### src/rtl/scsi_initiator_if.sv
// SCSI bus between the host initiator and the CD target. The master side drives
// selection, acknowledge, bus reset and the out data byte.
interface scsi_initiator_if;
    logic [7:0] DB_I;
    logic [7:0] DB_O;
    logic       SEL_N;
    logic       ACK_N;
    logic       RST_N;
    logic       BSY_N;
    logic       REQ_N;
    logic       MSG_N;
    logic       CD_N;
    logic       IO_N;

    modport master (
        input  DB_I, BSY_N, REQ_N, MSG_N, CD_N, IO_N,
        output DB_O, SEL_N, ACK_N, RST_N
    );

    modport slave (
        output DB_I, BSY_N, REQ_N, MSG_N, CD_N, IO_N,
        input  DB_O, SEL_N, ACK_N, RST_N
    );
endinterface

### src/rtl/scsi_initiator.sv
// Host-side SCSI initiator: selection, bus reset and per-byte REQ/ACK handshakes,
// bridging the bus to valid/ready byte streams for the CPU-side register block.
module scsi_initiator #(
    parameter int unsigned SEL_TIMEOUT_CYC = 10740,
    parameter int unsigned RST_HOLD_CYC    = 1074,
    parameter int unsigned DATA_SETUP_CYC  = 2
) (
    input  logic             CLK,
    input  logic             RESET_N,
    scsi_initiator_if.master bus,
    input  logic             SEL_REQ,
    input  logic             BUS_RST_REQ,
    input  logic [7:0]       TX_DATA,
    input  logic             TX_VALID,
    output logic             TX_READY,
    output logic [7:0]       RX_DATA,
    output logic             RX_VALID,
    input  logic             RX_READY,
    output logic [2:0]       PHASE,
    output logic             CONNECTED,
    output logic             SEL_TIMEOUT,
    output logic             BUS_FREE,
    output logic [15:0]      BYTE_CNT
);
    typedef enum logic [3:0] {
        IDLE, BUS_RST, SEL_WAIT, SEL_REL, WAIT_REQ,
        OUT_SETUP, ACK_ASSERT, ACK_RELEASE, IN_HOLD
    } state_t;

    // SEL_N falls in cycle 1 and the timer is 0 there, so the registered timeout
    // decision is taken at timer = N-2 to land the pulse in cycle SEL_TIMEOUT_CYC.
    localparam logic [15:0] SEL_LAST   = 16'(SEL_TIMEOUT_CYC - 2);
    localparam logic [15:0] RST_LAST   = 16'(RST_HOLD_CYC - 1);
    localparam logic [15:0] SETUP_LAST = 16'(DATA_SETUP_CYC - 1);

    state_t      state, state_nxt;
    logic [15:0] timer, timer_nxt, timer_inc;
    logic [7:0]  db_o_q, db_o_nxt, rx_data_q, rx_data_nxt;
    logic        sel_n_q, sel_n_nxt, ack_n_q, ack_n_nxt, rst_n_q, rst_n_nxt;
    logic        tx_ready_q, tx_ready_nxt, rx_valid_q, rx_valid_nxt;
    logic        connected_q, connected_nxt, sel_timeout_nxt, bus_free_nxt;
    logic        sel_timeout_q, bus_free_q;
    logic [15:0] byte_cnt_q, byte_cnt_nxt;
    logic [2:0]  phase_q;
    logic        in_connection;

    assign timer_inc     = (timer == 16'hFFFF) ? timer : timer + 16'd1;
    assign in_connection = state inside {WAIT_REQ, OUT_SETUP, ACK_ASSERT, ACK_RELEASE, IN_HOLD};

    always_comb begin
        // NOTE: every signal gets a default here so no path leaves one unassigned (no latches).
        state_nxt       = state;
        timer_nxt       = timer;
        db_o_nxt        = db_o_q;
        rx_data_nxt     = rx_data_q;
        sel_n_nxt       = sel_n_q;
        ack_n_nxt       = ack_n_q;
        rst_n_nxt       = rst_n_q;
        tx_ready_nxt    = tx_ready_q;
        rx_valid_nxt    = rx_valid_q;
        connected_nxt   = connected_q;
        byte_cnt_nxt    = byte_cnt_q;
        sel_timeout_nxt = 1'b0;
        bus_free_nxt    = 1'b0;

        if (BUS_RST_REQ) begin
            state_nxt     = BUS_RST;
            timer_nxt     = '0;
            rst_n_nxt     = 1'b0;
            sel_n_nxt     = 1'b1;
            ack_n_nxt     = 1'b1;
            tx_ready_nxt  = 1'b0;
            rx_valid_nxt  = 1'b0;
            connected_nxt = 1'b0;
        end else if (in_connection && bus.BSY_N) begin
            state_nxt     = IDLE;
            sel_n_nxt     = 1'b1;
            ack_n_nxt     = 1'b1;
            tx_ready_nxt  = 1'b0;
            rx_valid_nxt  = 1'b0;
            connected_nxt = 1'b0;
            bus_free_nxt  = 1'b1;
        end else begin
            case (state)
                IDLE: if (SEL_REQ && bus.BSY_N) begin
                    state_nxt = SEL_WAIT;
                    sel_n_nxt = 1'b0;
                    timer_nxt = '0;
                end
                BUS_RST: if (timer == RST_LAST) begin
                    state_nxt = IDLE;
                    rst_n_nxt = 1'b1;
                end else begin
                    timer_nxt = timer_inc;
                end
                SEL_WAIT: if (!bus.BSY_N) begin
                    state_nxt     = SEL_REL;
                    sel_n_nxt     = 1'b1;
                    connected_nxt = 1'b1;
                    byte_cnt_nxt  = '0;
                end else if (timer == SEL_LAST) begin
                    state_nxt       = IDLE;
                    sel_n_nxt       = 1'b1;
                    sel_timeout_nxt = 1'b1;
                end else begin
                    timer_nxt = timer_inc;
                end
                SEL_REL: state_nxt = WAIT_REQ;
                WAIT_REQ: if (TX_VALID && tx_ready_q) begin
                    state_nxt    = OUT_SETUP;
                    db_o_nxt     = TX_DATA;
                    tx_ready_nxt = 1'b0;
                    timer_nxt    = '0;
                end else if (!bus.REQ_N && !bus.IO_N) begin
                    state_nxt    = IN_HOLD;
                    rx_data_nxt  = bus.DB_I;
                    rx_valid_nxt = 1'b1;
                    tx_ready_nxt = 1'b0;
                end else begin
                    tx_ready_nxt = !bus.REQ_N && bus.IO_N;
                end
                OUT_SETUP: if (timer == SETUP_LAST) begin
                    state_nxt = ACK_ASSERT;
                    ack_n_nxt = 1'b0;
                end else begin
                    timer_nxt = timer_inc;
                end
                IN_HOLD: if (RX_READY) begin
                    state_nxt    = ACK_ASSERT;
                    rx_valid_nxt = 1'b0;
                    ack_n_nxt    = 1'b0;
                end
                ACK_ASSERT: if (bus.REQ_N) begin
                    state_nxt    = ACK_RELEASE;
                    ack_n_nxt    = 1'b1;
                    byte_cnt_nxt = byte_cnt_q + 16'd1;
                end
                ACK_RELEASE: state_nxt = WAIT_REQ;
                default: state_nxt = IDLE;
            endcase
        end
    end

    always_ff @(posedge CLK) begin
        if (!RESET_N) begin
            state         <= IDLE;
            timer         <= '0;
            db_o_q        <= '0;
            rx_data_q     <= '0;
            sel_n_q       <= 1'b1;
            ack_n_q       <= 1'b1;
            rst_n_q       <= 1'b1;
            tx_ready_q    <= 1'b0;
            rx_valid_q    <= 1'b0;
            connected_q   <= 1'b0;
            sel_timeout_q <= 1'b0;
            bus_free_q    <= 1'b0;
            byte_cnt_q    <= '0;
            phase_q       <= '0;
        end else begin
            // NOTE: non-blocking so every register updates from pre-edge values.
            state         <= state_nxt;
            timer         <= timer_nxt;
            db_o_q        <= db_o_nxt;
            rx_data_q     <= rx_data_nxt;
            sel_n_q       <= sel_n_nxt;
            ack_n_q       <= ack_n_nxt;
            rst_n_q       <= rst_n_nxt;
            tx_ready_q    <= tx_ready_nxt;
            rx_valid_q    <= rx_valid_nxt;
            connected_q   <= connected_nxt;
            sel_timeout_q <= sel_timeout_nxt;
            bus_free_q    <= bus_free_nxt;
            byte_cnt_q    <= byte_cnt_nxt;
            phase_q       <= {~bus.MSG_N, ~bus.CD_N, ~bus.IO_N};
        end
    end

    assign bus.DB_O    = db_o_q;
    assign bus.SEL_N   = sel_n_q;
    assign bus.ACK_N   = ack_n_q;
    assign bus.RST_N   = rst_n_q;
    assign TX_READY    = tx_ready_q;
    assign RX_DATA     = rx_data_q;
    assign RX_VALID    = rx_valid_q;
    assign PHASE       = phase_q;
    assign CONNECTED   = connected_q;
    assign SEL_TIMEOUT = sel_timeout_q;
    assign BUS_FREE    = bus_free_q;
    assign BYTE_CNT    = byte_cnt_q;
endmodule
### src/flat_wrapper.sv
// flat-port wrapper written by rule: the top's interface ports become plain ports
module scsi_initiator_flat 
#(
    parameter int unsigned SEL_TIMEOUT_CYC = 10740,
    parameter int unsigned RST_HOLD_CYC    = 1074,
    parameter int unsigned DATA_SETUP_CYC  = 2
)
  (CLK, RESET_N, SEL_REQ, BUS_RST_REQ, TX_DATA, TX_VALID, TX_READY, RX_DATA, RX_VALID, RX_READY, PHASE, CONNECTED, SEL_TIMEOUT, BUS_FREE, BYTE_CNT, bus_DB_I, bus_BSY_N, bus_REQ_N, bus_MSG_N, bus_CD_N, bus_IO_N, bus_DB_O, bus_SEL_N, bus_ACK_N, bus_RST_N);
  scsi_initiator_if bus_i ();
  input  logic CLK;
  input  logic RESET_N;
  input  logic SEL_REQ;
  input  logic BUS_RST_REQ;
  input  logic [7:0] TX_DATA;
  input  logic TX_VALID;
  output logic TX_READY;
  output logic [7:0] RX_DATA;
  output logic RX_VALID;
  input  logic RX_READY;
  output logic [2:0] PHASE;
  output logic CONNECTED;
  output logic SEL_TIMEOUT;
  output logic BUS_FREE;
  output logic [15:0] BYTE_CNT;
  input wire logic [$bits(bus_i.DB_I)-1:0] bus_DB_I;
  input wire logic [$bits(bus_i.BSY_N)-1:0] bus_BSY_N;
  input wire logic [$bits(bus_i.REQ_N)-1:0] bus_REQ_N;
  input wire logic [$bits(bus_i.MSG_N)-1:0] bus_MSG_N;
  input wire logic [$bits(bus_i.CD_N)-1:0] bus_CD_N;
  input wire logic [$bits(bus_i.IO_N)-1:0] bus_IO_N;
  output wire logic [$bits(bus_i.DB_O)-1:0] bus_DB_O;
  output wire logic [$bits(bus_i.SEL_N)-1:0] bus_SEL_N;
  output wire logic [$bits(bus_i.ACK_N)-1:0] bus_ACK_N;
  output wire logic [$bits(bus_i.RST_N)-1:0] bus_RST_N;
  assign bus_i.DB_I = bus_DB_I;
  assign bus_i.BSY_N = bus_BSY_N;
  assign bus_i.REQ_N = bus_REQ_N;
  assign bus_i.MSG_N = bus_MSG_N;
  assign bus_i.CD_N = bus_CD_N;
  assign bus_i.IO_N = bus_IO_N;
  assign bus_DB_O = bus_i.DB_O;
  assign bus_SEL_N = bus_i.SEL_N;
  assign bus_ACK_N = bus_i.ACK_N;
  assign bus_RST_N = bus_i.RST_N;
  scsi_initiator #(.SEL_TIMEOUT_CYC(SEL_TIMEOUT_CYC), .RST_HOLD_CYC(RST_HOLD_CYC), .DATA_SETUP_CYC(DATA_SETUP_CYC)) u_core (.CLK(CLK), .RESET_N(RESET_N), .bus(bus_i), .SEL_REQ(SEL_REQ), .BUS_RST_REQ(BUS_RST_REQ), .TX_DATA(TX_DATA), .TX_VALID(TX_VALID), .TX_READY(TX_READY), .RX_DATA(RX_DATA), .RX_VALID(RX_VALID), .RX_READY(RX_READY), .PHASE(PHASE), .CONNECTED(CONNECTED), .SEL_TIMEOUT(SEL_TIMEOUT), .BUS_FREE(BUS_FREE), .BYTE_CNT(BYTE_CNT));
endmodule
### config.mk
export PLATFORM = sky130hd
export DESIGN_NAME = scsi_initiator_flat
export DESIGN_NICKNAME = d
export VERILOG_FILES = /design/src/rtl/scsi_initiator_if.sv /design/src/rtl/scsi_initiator.sv /design/src/flat_wrapper.sv
export SDC_FILE = /design/constraint.sdc
export NUM_CORES = 1
export LEC_CHECK = 0
export BUFFER_PORTS_ARGS = -buffer_cell sky130_fd_sc_hd__buf_2
export CORE_MARGIN = 3
export CORE_UTILIZATION = 40
export CTS_BUF_LIST = sky130_fd_sc_hd__clkbuf_8
export DETAILED_ROUTE_END_ITERATION = 12
export PLACE_DENSITY = 0.7
export SYNTH_ARGS = -nofsm -noshare
export SYNTH_HDL_FRONTEND = slang
export SYNTH_SLANG_ARGS = --single-unit
export TNS_END_PERCENT = 1
### constraint.sdc
create_clock -name CLK -period 2.33 [get_ports CLK]
set_input_delay 0.5825 -clock CLK [delete_from_list [all_inputs] [get_ports CLK]]
set_output_delay 0.5825 -clock CLK [all_outputs]
set_load 0.02 [all_outputs]
## Word level (Yosys, flattened, before mapping)

Cells that the tools add are included.
W data, S select, Z words.

- Bitwise operators: 9
- Multiplexer cells: 42
- $add $sub $neg: 2
- Equality and inequality tests: 35
- Reductions and logical operators: 31

Operators by type and width:

| cell | number |
|---|---|
| $mux W16 | 9 |
| $pmux W16 S5 | 1 |
| $mux W4 | 9 |
| $add A16 B1 Y16 const B | 2 |
| $pmux W16 S2 | 1 |
| $pmux W4 S8 | 1 |
| $ne A2 B2 Y1 const B | 12 |
| $mux W1 | 18 |
| $eq A16 B1 Y1 const B | 1 |
| $eq A16 B11 Y1 const B | 1 |
| $eq A16 B14 Y1 const B | 1 |
| $eq A16 B16 Y1 const B | 1 |
| $eq A4 B3 Y1 const B | 4 |
| $reduce_and A7 Y1 | 2 |
| $ne A4 B4 Y1 const B | 3 |
| $reduce_and A4 Y1 | 3 |
| $reduce_and A5 Y1 | 2 |
| $reduce_bool A2 Y1 | 5 |
| $reduce_bool A5 Y1 | 2 |
| $not A1 Y1 | 9 |
| $eq A4 B2 Y1 const B | 2 |
| $ne A4 B2 Y1 const B | 2 |
| $reduce_and A8 Y1 | 1 |
| $reduce_and A3 Y1 | 2 |
| 17 further kinds | 25 |

- Input bits: 27
- Bits in registers: 63
- Word-level logic and storage cells: 134

## Longest topological paths before layout

Gate-level depths: netlist of the first run.

- Depth in word-level cells: 7
- Depth in mapped cells: 10

## Worst setup path before layout of the first run

Ideal clock, no wire load.

- Path type: register to register
- Start point: register u_core.timer[0]
- End point: register u_core.timer[10]
- Period minus slack after synthesis: 2.279 ns
- Data arrival time: 2.195 ns
- Path buffers: 1
- Required time: 2.246 ns
- Setup slack: 0.051 ns
- Stages on the path, launching flop included: 10
- Cell sequence: dfxtp_1 > inv_1 > ha_1 > and4b_1 > nand4_1 > nor2_1 > or3_1 > or4_1 > buf_6 > o31ai_2

- Word-level cells in the longest chain between the ends: 5

Ends and longest elaborated chain:

| item | line | RTL |
|---|---|---|
| from (decl) | scsi_initiator.sv:37 | `logic [15:0] timer, timer_nxt, timer_inc;` |
| from (signal assigned) | scsi_initiator.sv:163 | `timer <= timer_nxt;` |
| $add A16 B1 Y16 / $eq A16 B16 Y1 (equally long branches) | scsi_initiator.sv:47 | `assign timer_inc = (timer == 16'hFFFF) ? timer : timer + 16'd1;` |
| $mux W16 | scsi_initiator.sv:47 |  |
| $mux W16 | scsi_initiator.sv:101 | `end else if (timer == SEL_LAST) begin` |
| $mux W16 | scsi_initiator.sv:96 | `SEL_WAIT: if (!bus.BSY_N) begin` |
| $pmux W16 S5 | scsi_initiator.sv:84 | `case (state)` |

Several ways; a longest one is shown, not always the timed one. The select of a mux whose other input is x is not followed.
A chain may end at the register's enable or synchronous reset.

## Worst setup path after layout of the first run

- Start point: register u_core.timer[0]
- End point: register u_core.timer[7]

Same word-level chain as after synthesis.

==> out/results.txt, run 1 <==
The most common cell after layout, fill and taps aside was sky130_fd_sc_hd__buf_2. The fraction of registers with async set/reset is 0, and the combined flip-flop and latch cell area is 1266 um2. The hold violation total from the final report is 0, and the highest net fanout along the worst path is 10. The cell with the largest stage delay on the worst path was sky130_fd_sc_hd__or4_1.

The number of antenna diodes in the final layout is 0. In this run, post-CTS hold repair placed 0 buffers. The internal portion of the total power is 1.698 mW.

The tree built by TritonCTS fans out to 63 sinks. The run gives 0 as the number of violations of the max-capacitance limit. For this run, the post-layout net count is 508.

Kind of start point of the critical path: a register. TritonCTS built the clock tree. Mean area per synthesized cell: 8.768 um2. The number of antenna violations at the first check in global routing came out at 0. When the netlist entered floorplanning its net count stood at 403. The run gives 0.419 as the clock power share. Counting every instance in the synthesized netlist gives 372. The die boundary width was 96.31 um; the initial cell density of the core was 0.4178.

In this run the core area contains 32 standard-cell rows. In the routed design, unresolved DRC markers number 0. Ranked by total cell area, the synthesized netlist is headed by sky130_fd_sc_hd__dfxtp_1, sky130_fd_sc_hd__mux2i_1, sky130_fd_sc_hd__nor2_1. In this run the worst hold path is classified as input port to register. The run gives 437.0 MHz as the highest clock frequency the design can meet. The number of buffers inserted by post-CTS setup repair is 0, and the area after detailed placement is 3985 um2. The path type of the worst setup path was register to register. The count of buffering cells on the critical path with inverters included works out to 2. The switching power is 0.6200 mW, and the fraction of power spent switching nets is 0.2675. Broken down by cell family, the worst path's largest delay share belongs to simple AND/OR/NAND/NOR gates. Entering global routing, the biggest net connects 20 pins.

The critical path goes through inv_1 -> ha_1 -> and4b_1 -> nand4_1 -> nor2_1 -> or3_1 -> or4_1 -> buf_6 -> o31ai_2. The logs give 3 for the maximum level of the CTS H-tree and 0.34 ns for the clock network latency to the later pin of the worst-skew pair. The master cell of the clock root buffer was sky130_fd_sc_hd__clkbuf_8. All-layer global routing usage: 0.1909. Setup repair after global routing could not meet its margin everywhere.

The share of power burned in combinational logic was 0.107; the via total after detailed routing was 3180. The wire-length estimate of the detail-placed layout is 6379 um. The run gives 0.5410 as the utilization after layout. The global-route wire length before repair is 14030 um, and the worst slew margin relative to its limit is 0.5360. The largest vdd supply drop is 0.4150 mV, and the number of warnings issued by yosys is 0. The flow ran to the end, and the final reports show no timing, DRC or antenna violations.

Clock skew after layout: 0.01198 ns. The region available for standard cell placement spans 7807 um2. For the pin with the worst max-slew slack, the measured transition is 0.6908 ns. The run gives 4 as the number of detailed-routing iterations run before antenna repair.

The count of state elements after synthesis is 63, and the post-detailed-route via-to-cell ratio is 5.445. The number of clock buffers added by TritonCTS is 9. Once detail routing completed, the nets flagged for antenna violations numbered 0. The tools report the final wirelength as 8583 um. The count of input and output buffers was 69; the layout overhead on the synthesized area was 29.50%.

The power density over the cells works out to 548.7 nW/um2. After clock tree synthesis, the clock-pin slew on the worst setup and hold paths is 0.08 ns. Element type at the critical path end: a register.

The fraction of layout instances using a drive strength above 1 is 0.3237. The post-synthesis sequential area ratio was 0.3867; the global placement routability congestion was 0.9721. The final hold slack was 0.3788 ns; the total of endpoints with negative setup slack in the final report was 0.

The detailed router finished its first iteration with 200 violations. In the layout the commonest cells are sky130_fd_sc_hd__buf_2, sky130_fd_sc_hd__dfxtp_1, sky130_fd_sc_hd__nor2_1, sky130_fd_sc_hd__buf_4, sky130_fd_sc_hd__nand2_1. The residual overflow from global routing came out at 0. Portion of total power attributed to sequential cells: 0.473.

For the finished layout, the period the worst path requires is 2.288 ns. The logs give 2.54 ns for the data arrival time at the worst-slack endpoint and 2.318 mW for the final total power. The synthesized design spends more area on one cell type than any other, namely sky130_fd_sc_hd__dfxtp_1. The finished cells cover 4224 um2.

The run gives 70 as the number of ports placed on the die boundary. The main flop type after synthesis was sky130_fd_sc_hd__dfxtp_1. The tools report the number of slew-limit violations in the final report as 0. The synthesized design contains 0 enable-type register cells. The via count of the first global-routing pass was 2887; the average wire per cell in the routed design was 14.70 um. Counting along the longest clock path gives a buffer depth of 2. The final clock period utilization by the worst path came out at 0.9822. The die area is 9275 um2, and the top cell type's share of synthesized area is 0.3867. The cell area that synthesis handed to floorplanning was 3262 um2. For the total area of multi-input combinational cells, the log shows 1912 um2. The analysis attributes to cell leakage a power of 1.772 nW.

For this run, the slowest stage of the critical path takes 0.52 ns. From bottom edge to top edge, the die measures 96.31 um. For the worst setup path, the data required time is 2.59 ns. For the number of different library cells in the post-synthesis netlist, the log shows 56. Number of inserted filler cells in the final layout: 733.
power groups by stage:
stage / clock network [mW] / logic [mW] / registers (mW)
final: 0.972 / 0.248 / 1.10
after global routing: 1.05 / 0.272 / 1.10
after CTS: 1.00 / 0.243 / 1.10
after detailed placement: 0 / 0.241 / 1.12
after global placement: 0 / 0.239 / 1.12
after floorplan: 0 / 0.141 / 1.12
logic make-up (layout without fill, tap and decap cells):
family | after synthesis | in the layout | share of synthesized area
multiplexers | 20 | 20 | 0.06137
XOR/XNOR | 15 | 15 | 0.04028
AO/OA/AOI/OAI | 69 | 69 | 0.1611
buffers and inverters | 25 | 135 | 0.03529
adder cells (fa/ha/maj) | 4 | 4 | 0.01534
flip-flops | 63 | 63 | 0.3867
AND/OR/NAND/NOR | 176 | 176 | 0.3000
worst register-to-register path, stage by stage (launching register included):
cell,delay [ns]
sky130_fd_sc_hd__dfxtp_2,0.34
sky130_fd_sc_hd__inv_1,0.04
sky130_fd_sc_hd__ha_1,0.19
sky130_fd_sc_hd__and4b_1,0.19
sky130_fd_sc_hd__nand4_1,0.14
sky130_fd_sc_hd__nor2_1,0.05
sky130_fd_sc_hd__or3_1,0.35
sky130_fd_sc_hd__or4_1,0.52
sky130_fd_sc_hd__buf_6,0.17
sky130_fd_sc_hd__o31ai_2,0.21
Yosys cell counts (all sizes together), types with 2 or more instances:
cell type,count
a21boi,2
a21oi,16
a31oi,6
and2,2
and3,7
and4,6
buf,9
clkbuf,10
dfxtp,63
ha,4
inv,6
mux2i,20
nand2,28
nand2b,6
nand3,18
nand4,9
nand4b,2
nor2,42
nor2b,24
nor3,5
nor4,7
nor4b,2
o211ai,11
o21ai,12
o22ai,2
o31ai,9
o32ai,2
o41ai,3
or2,3
or3,5
or4,3
or4b,2
or4bb,2
xnor2,2
xor2,13
final cells by class:
cell class,instances,share of cell area
Multi-Input combinational cell,284,0.4526
Inverter,6,0.005332
Clock inverter,7,0.01896
Timing Repair Buffer,113,0.1638
Sequential cell,63,0.2998
Clock buffer,9,0.02932
Tap cell,102,0.03021
registers in the layout (all words and copies together) (netlist names):
| signal | count |
|---|---|
| u_core.RX_VALID | 1 |
| u_core.BUS_FREE | 1 |
| u_core.TX_READY | 1 |
| u_core.bus.RST_N | 1 |
| u_core.PHASE | 3 |
| u_core.BYTE_CNT | 16 |
| u_core.CONNECTED | 1 |
| u_core.RX_DATA | 8 |
| u_core.state | 4 |
| u_core.bus.ACK_N | 1 |
| u_core.bus.DB_O | 8 |
| u_core.SEL_TIMEOUT | 1 |
| u_core.bus.SEL_N | 1 |
| u_core.timer | 16 |
metal layers:
| layer | up-vias | wire length [um] | track usage |
|---|---|---|---|
| met3 | 7 | 638 | 0.06333 |
| met4 | 0 | 61 | 0.04556 |
| li1 | 1569 | - | - |
| met2 | 104 | 3959 | 0.2829 |
| met5 | - | 0 | 0 |
| met1 | 1500 | 3925 | 0.2672 |
metrics by stage:
step                instances  setup TNS [ns]  setup WS (ns)
floorplan                 372               0        0.05093
global placement          568          -1.334        -0.1034
detailed placement        568          -2.876        -0.1799
CTS                       584               0       0.007721
global route              584         -0.3429       -0.06079
finish                    584               0        0.04153
timing repair:
action / CTS / global route
resized for setup: 2 / 7
endpoints found under the setup margin: 7 / 34
pin swaps: 0 / 2
worst paths after layout:
check / startpoint / to / slack, ns / cells past startpoint
max: u_core.timer[0] / u_core.timer[7] / 0.04 / 9
min: bus_CD_N / u_core.PHASE[1] / 0.38 / 2
max reg2reg: u_core.timer[0] / u_core.timer[7] / 0.04 / 9
min reg2reg: u_core.CONNECTED / u_core.CONNECTED / 0.48 / 2
Note: power is estimated with default switching activity, not from simulation.
==> inputs of run 2 (changes only) <==
--- a/config.mk
+++ b/config.mk
@@ -10,7 +10,7 @@
 export CORE_UTILIZATION = 40
 export CTS_BUF_LIST = sky130_fd_sc_hd__clkbuf_8
 export DETAILED_ROUTE_END_ITERATION = 12
-export PLACE_DENSITY = 0.7
+export PLACE_DENSITY = 0.68
 export SYNTH_ARGS = -nofsm -noshare
 export SYNTH_HDL_FRONTEND = slang
 export SYNTH_SLANG_ARGS = --single-unit
==> constraint.sdc (replaced) <==
create_clock -name CLK -period 2.5 [get_ports CLK]
set_input_delay 0.625 -clock CLK [delete_from_list [all_inputs] [get_ports CLK]]
set_output_delay 0.625 -clock CLK [all_outputs]
set_load 0.02 [all_outputs]
==> out/results.txt, run 2 (synthesized netlist as in run 1, its figures left out) <==
The run gives 0 (unchanged) as the residual overflow from global routing. The number of inserted filler cells in the final layout is 765 (+4.4%). The initial cell density of the core came out at 0.4178 (unchanged). The measured slew at the worst slew-check pin is 0.8539 ns (+0.1631 ns), and the die boundary width is 96.31 um (unchanged). The run gives 6302 um (-1.2%) as the HPWL after detailed placement. The run gives 171 (-14%) as the number of DRC violations after detailed-routing iteration 0.

Leaving out fill and tap cells, the most frequent cells in the layout are sky130_fd_sc_hd__buf_2, sky130_fd_sc_hd__dfxtp_1, sky130_fd_sc_hd__nor2_1, sky130_fd_sc_hd__buf_4, sky130_fd_sc_hd__nand2_1. For the number of antenna violations at the first check in global routing, the log shows 0 (unchanged). The library cell used most frequently in the layout, excluding fill and tap cells, is sky130_fd_sc_hd__buf_2.

The number of sinks handled by clock tree synthesis is 63 (unchanged). The run gives 0.5229 (-0.01811) as the utilization after layout. Global-route wire length before repair: 13830 um (-1.4%). The leakage dissipation is 1.704 nW (-3.9%). The tools report the number of buffers created by CTS as 9 (unchanged). The final total power is 2.158 mW (-6.9%), and the global placement routability congestion is 0.9287 (-4.5%). The run gives 570 (-2.4%) as the final standard cell count with taps included and fillers excluded. Share of power burned in combinational logic: 0.098 (-0.009). The depth of the worst hold-timing path came out at 2 (unchanged). The worst setup path is of the register to register kind. The signal on the critical path passes through inv_1 -> ha_1 -> and4b_1 -> nand4_1 -> nor2_1 -> or3_1 -> or4_1 -> buf_4 -> o31ai_2. The power density over the cells is 528.5 nW/um2 (-3.7%). Setup repair after global routing left no endpoint under its margin.

The setup TNS was 0 ns (unchanged). The data arrival time at the worst-slack endpoint was 2.63 ns (+0.09 ns); the maximum number of pins on one net before global-route repair was 28 (+40%). Start of the worst register-to-register path: u_core.timer[0].

The count of inserted antenna diode cells was 0 (unchanged); the average wire per cell in the routed design was 15.10 um (+2.8%). The layout net count is 494 (-2.8%). The via total after detailed routing was 3139 (-1.3%).

The number of ports placed on the die boundary came out at 70 (unchanged). The clock network latency to the later pin of the worst-skew pair is 0.35 ns (about the same), and the clock skew after layout is 0.008055 ns (-0.003925 ns). The run gives 6 (+2) as the number of detailed-routing iterations run before antenna repair. STA classifies the critical path startpoint as a register. The die height came out at 96.31 um (unchanged). The element type at the critical path end was a register. The portion of total power attributed to sequential cells was 0.474 (about the same); the fraction of power spent switching nets was 0.2725 (+0.005032). The highest net fanout along the worst path is 10 (unchanged), and the fraction of layout instances using a drive strength above 1 is 0.2949 (-0.02878). The clock power share is 0.428 (+0.009), and the worst path required time is 2.76 ns (+0.17 ns). The startpoint identified for the worst hold timing path is bus_CD_N. The number of placed instances with taps included is 554 (-2.5%). Logic depth of the worst register-to-register path: 9 (unchanged).

The switching power was 0.5881 mW (-5.1%); the design area was 4083 um2 (-3.3%). The instance count on the critical path came out at 9 (unchanged). The logs give 0 (unchanged) for the total of endpoints with negative setup slack in the final report and 0.2908 mV (-30%) for the largest vdd supply drop. The cell internal power dissipation came out at 1.570 mW (-7.5%). The tools report the startpoint of the worst setup timing path as u_core.timer[0]. The final wirelength was 8608 um (+0.29%); the number of violations of the max-capacitance limit was 0 (unchanged). The post-detailed-route via-to-cell ratio was 5.507 (+1.1%); the largest stage delay on the critical path was 0.50 ns (-0.02 ns).

The die area is 9275 um2 (unchanged), and the clock edge transition at the registers on the reported setup and hold paths is 0.08 ns (about the same). The run gives 0 (unchanged) as the number of slew-limit violations in the final report. TritonCTS built the clock tree.

The count of buffering cells on the critical path with inverters included is 2 (unchanged), and the clock period minus worst slack is 2.368 ns (+0.07981 ns). Category of cells accounting for the largest share of critical-path delay: simple AND/OR/NAND/NOR gates. The hold violation total from the final report came out at 0 (unchanged).

The number of buffers inserted by post-CTS setup repair was 0 (unchanged); the count of input and output buffers was 69 (unchanged). The type of the worst min-delay path is input port to register. The number of rows created at floorplan is 32 (unchanged).

The largest individual stage delay along the critical path comes from the cell sky130_fd_sc_hd__or4_1. The maximum level of the CTS H-tree came out at 3 (unchanged). The master cell of the clock root buffer is sky130_fd_sc_hd__clkbuf_8.

The worst slew margin relative to its limit was 0.4255 (-0.1105). For the highest clock frequency the design can meet, the log shows 422.2 MHz (-3.4%). The logs give 0 (unchanged) for the post-detailed-route count of antenna-violating nets and 0 (unchanged) for the residual DRC count. For the placeable core area, the log shows 7807 um2 (unchanged).

The run finished with clean final reports. The layout overhead on the synthesized area was 25.16%; the all-layer global routing usage was 0.1922 (+0.001273). The final clock period utilization by the worst path came out at 0.9473 (-0.03486). For the maximum clock path buffer count, the log shows 2 (unchanged). The via count of the first global-routing pass was 2852 (-1.2%). For the area after detailed placement, the log shows 3867 um2 (-3.0%).
run 2: cell types whose count changed in the layout (fill, tap and decap cells not counted), moves of 2 or more:
| cell | previous run | this run |
|---|---|---|
| sky130_fd_sc_hd__dfxtp_1 | 59 | 61 |
| sky130_fd_sc_hd__dfxtp_2 | 4 | 2 |
| sky130_fd_sc_hd__nor4_2 | 2 | 0 |
| sky130_fd_sc_hd__nor4_1 | 4 | 6 |
| sky130_fd_sc_hd__buf_4 | 42 | 30 |
run 2: final cells by class:
cell class | count | area, um2 | share of cell area
Clock inverter | 7 | 81.33 | 0.01992
Clock buffer | 9 | 123.9 | 0.03034
Multi-Input combinational cell | 284 | 1893 | 0.4637
Sequential cell | 63 | 1264 | 0.3095
Inverter | 6 | 22.52 | 0.005516
Tap cell | 102 | 127.6 | 0.03126
Timing Repair Buffer | 99 | 570.5 | 0.1397
run 2: final timing paths:
path | end | slack [ns]
worst min register to register | u_core.RX_VALID | 0.49
worst max register to register | u_core.timer[5] | 0.13
worst max-delay path | u_core.timer[5] | 0.13
worst min-delay path | u_core.PHASE[1] | 0.42
run 2: repair_timing:
| item | 4_1_cts | 5_1_grt |
|---|---|---|
| hold buffers | 0 | 0 |
| endpoints found under the setup margin | 0 | 17 |
| gates resized for setup | 0 | 3 |
run 2: power by group through the flow:
stage	logic [mW]	registers, mW	clock network, mW
5_1_grt	0.234	1.02	0.987
3_5_place_dp	0.209	1.05	0
4_1_cts	0.210	1.02	0.946
2_1_floorplan	0.131	1.05	0
6_report	0.212	1.02	0.923
3_3_place_gp	0.207	1.05	0
run 2: through the flow:
step / setup slack, ns / hold WS [ns]
after global routing: 0.01717 / 0.4092
after CTS: 0.06695 / 0.4098
after floorplan: 0.2043 / 0.4637
final: 0.1317 / 0.4233
after global placement: 0.02752 / 0.4649
after detailed placement: -0.03057 / 0.4629
run 2: layer usage:
metal  up-vias  part of all wire  global-route usage
met3        11             0.074             0.06255
li1       1539                 -                   -
met2       106              0.47              0.2898
met1      1483              0.45              0.2642
met4         0             0.011             0.04907
met5         -                 0                   0
==> inputs of run 3 (changes only) <==
--- a/config.mk
+++ b/config.mk
@@ -5,12 +5,13 @@
 export SDC_FILE = /design/constraint.sdc
 export NUM_CORES = 1
 export LEC_CHECK = 0
-export BUFFER_PORTS_ARGS = -buffer_cell sky130_fd_sc_hd__buf_2
+export CAP_MARGIN = 20
 export CORE_MARGIN = 3
 export CORE_UTILIZATION = 40
 export CTS_BUF_LIST = sky130_fd_sc_hd__clkbuf_8
 export DETAILED_ROUTE_END_ITERATION = 12
-export PLACE_DENSITY = 0.68
+export DONT_BUFFER_PORTS = 1
+export PLACE_DENSITY = 0.6
 export SYNTH_ARGS = -nofsm -noshare
 export SYNTH_HDL_FRONTEND = slang
 export SYNTH_SLANG_ARGS = --single-unit
==> out/results.txt, run 3 (synthesized netlist as in run 1, its figures left out) <==
For the global-route wire length before repair, the log shows 13040 um (-5.7%). The largest vdd supply drop was 0.4004 mV (+38%). The flow ran to the end, and the final reports show no timing, DRC or antenna violations.

The via total after detailed routing came out at 2873 (-8.5%). The fraction of layout instances using a drive strength above 1 was 0.1675 (-0.1274). The slowest stage of the critical path belongs to the cell sky130_fd_sc_hd__nor4_1. Path type of the worst setup path: register to register.

Start of the worst register-to-register path: u_core.state[1]. STA classifies the critical path endpoint as a register. The residual overflow from global routing is 0 (unchanged).

The highest net fanout along the worst path is 14 (+4), and the number of antenna violations at the first check in global routing is 0 (unchanged). The die height came out at 96.31 um (unchanged). The final standard cell count with taps included and fillers excluded is 496 (-13%), and the average wire per cell in the routed design is 16.68 um (+10%).

The worst hold path belongs to the class input port to register. The number of slew-limit violations in the final report was 0 (unchanged); the count of input and output buffers was 0 (-100%). The number of ports placed on the die boundary came out at 70 (unchanged). The number of buffers inserted by post-CTS setup repair came out at 0 (unchanged).

The maximum level of the CTS H-tree came out at 3 (unchanged). For the layout net count, the log shows 420 (-15%). The clock edge transition at the registers on the reported setup and hold paths was 0.08 ns (about the same).

For the met1 demand-to-capacity share in global routing, the log shows 0.2377 (-0.02651). In this run the most critical hold path is launched from bus_CD_N. For the worst slew margin relative to its limit, the log shows 0.2977 (-0.1278).

The pre-CTS setup slack came out at 0.05573 ns (+0.08630 ns). The total of endpoints with negative setup slack in the final report was 0 (unchanged). The hold violation total from the final report came out at 0 (unchanged). The switching power was 0.5564 mW (-5.4%). In the layout the commonest cells are sky130_fd_sc_hd__dfxtp_1, sky130_fd_sc_hd__nor2_1, sky130_fd_sc_hd__nand2_1, sky130_fd_sc_hd__buf_4, sky130_fd_sc_hd__nor2b_1. The portion of total power attributed to sequential cells was 0.463 (-0.011); the via count of the first global-routing pass was 2698 (-5.4%). Clock power share: 0.465 (+0.037). Number of hold buffers added after CTS: 0 (unchanged).

Number of violations of the max-capacitance limit: 0 (unchanged). The run gives 2.62 ns (about the same) as the data arrival time at the worst-slack endpoint. The number of rows created at floorplan is 32 (unchanged). The leakage dissipation is 1.352 nW (-21%). The post-detailed-route via-to-cell ratio is 5.792 (+5.2%). Tracing the worst setup path back leads to its startpoint at u_core.state[1].

The library cell used most frequently in the layout, excluding fill and tap cells, is sky130_fd_sc_hd__dfxtp_1. TritonCTS built the clock tree. The master cell of the clock root buffer was sky130_fd_sc_hd__clkbuf_8.

Measured slew at the worst slew-check pin: 1.044 ns (+0.1900 ns). The setup TNS was 0 ns (unchanged); the layout overhead on the synthesized area was 14.35%. met2 is the most crowded layer. The critical path goes through buf_4 -> o2111ai_1 -> nor4_1 -> nand4_1 -> xor2_1 -> nor2_1. The power density over the cells was 597.0 nW/um2 (+13%). The HPWL after detailed placement was 5988 um (-5.0%); the final wirelength was 8272 um (-3.9%). The final clock period utilization by the worst path was 0.9539 (+0.006538); the die boundary width was 96.31 um (unchanged). The clock skew after layout was 0.007375 ns (-0.0006797 ns).

The maximum number of pins on one net before global-route repair is 29 (+3.6%). The fraction of power spent switching nets is 0.2499 (-0.02267). The die area is 9275 um2 (unchanged), and the setup slack after layout is 0.1154 ns (-0.01635 ns). The run gives 0 (unchanged) as the count of inserted antenna diode cells. The maximum clock path buffer count came out at 2 (unchanged). The final hold slack was 0.3321 ns (-0.09118 ns); the initial cell density of the core was 0.4178 (unchanged).

The clock period minus worst slack came out at 2.385 ns (+0.01635 ns). The all-layer global routing usage was 0.1805 (-0.01163); the number of placed instances with taps included was 480 (-13%). For the global placement routability congestion, the log shows 0.9031 (-2.8%). The tools report the number of detailed-routing iterations run before antenna repair as 5 (-1). The tools report the share of power burned in combinational logic as 0.072 (-0.026). The met2 routing resource usage after global routing was 0.2611 (-0.02875).

The run gives 9 (unchanged) as the number of buffers created by CTS. The largest stage delay on the critical path came out at 0.89 ns (+0.39 ns). Kind of start point of the critical path: a register. Setup repair after global routing left no endpoint under its margin. The logs give 7807 um2 (unchanged) for the placeable core area and 63 (unchanged) for the number of sinks handled by clock tree synthesis. The post-detailed-route count of antenna-violating nets was 0 (unchanged); the worst path required time was 2.74 ns (-0.02 ns). The met3 capacity usage during global routing is 0.06333 (+0.0007819). The run gives 2.227 mW (+3.2%) as the final total power. The run gives 0 (unchanged) as the residual DRC count.

The cell internal power dissipation came out at 1.670 mW (+6.4%). The run gives 0.35 ns (about the same) as the clock network latency to the later pin of the worst-skew pair. The number of DRC violations after detailed-routing iteration 0 came out at 149 (-13%).

The highest clock frequency the design can meet came out at 419.4 MHz (-0.69%).
run 3: through the flow:
| stage | instance area [um2] | utilization |
|---|---|---|
| 2_1_floorplan | 3262 | - |
| 3_3_place_gp | 3485 | 0.4463 |
| 3_5_place_dp | 3485 | 0.4463 |
| 4_1_cts | 3715 | 0.4758 |
| 5_1_grt | 3730 | 0.4777 |
| 6_report | 3730 | 0.4777 |
run 3: final timing paths:
kind / slack (ns) / cells after the start / to
setup / recovery: 0.12 / 6 / u_core.BYTE_CNT[8]
hold / removal: 0.33 / 1 / u_core.PHASE[1]
setup reg to reg: 0.12 / 6 / u_core.BYTE_CNT[8]
hold reg to reg: 0.53 / 2 / u_core.timer[8]
run 3: layout make-up:
type,count,area [um2]
clock buffers,10,137.6
inverters,6,22.52
flip-flops and latches,63,1265
repair buffers,25,187.7
multi-input cells,284,1897
well taps,102,127.6
clock inverters,6,92.59
fillers,760,4078
run 3: timing repair:
item	4_1_cts	5_1_grt
hold endpoints to repair	0	0
gates resized for setup	0	5
setup endpoints to repair	0	25
run 3: critical path, delay by kind of cell, from the launching register on:
| family | cells | cell delay (ns) |
|---|---|---|
| and+or+nand+nor | 3 | 1.14 |
| DFF | 1 | 0.50 |
| buffers and inverters | 1 | 0.26 |
| AOI/OAI and AO/OA | 1 | 0.19 |
| xor gates and xnor gates | 1 | 0.17 |
run 3: metal layers:
metal	up-vias	routed length, um	part of all wire
li1	1387	-	-
met1	1349	3718	0.45
met2	122	3638	0.44
met3	15	755	0.091
met4	0	159	0.019
met5	-	0	0
run 3: power groups by stage:
stage	sequential [mW]	clock (mW)	combinational [mW]
floorplan	1.05	0	0.131
global placement	1.05	0	0.158
global route	1.03	1.09	0.175
detailed placement	1.05	0	0.158
finish	1.03	1.04	0.160
CTS	1.03	1.05	0.159
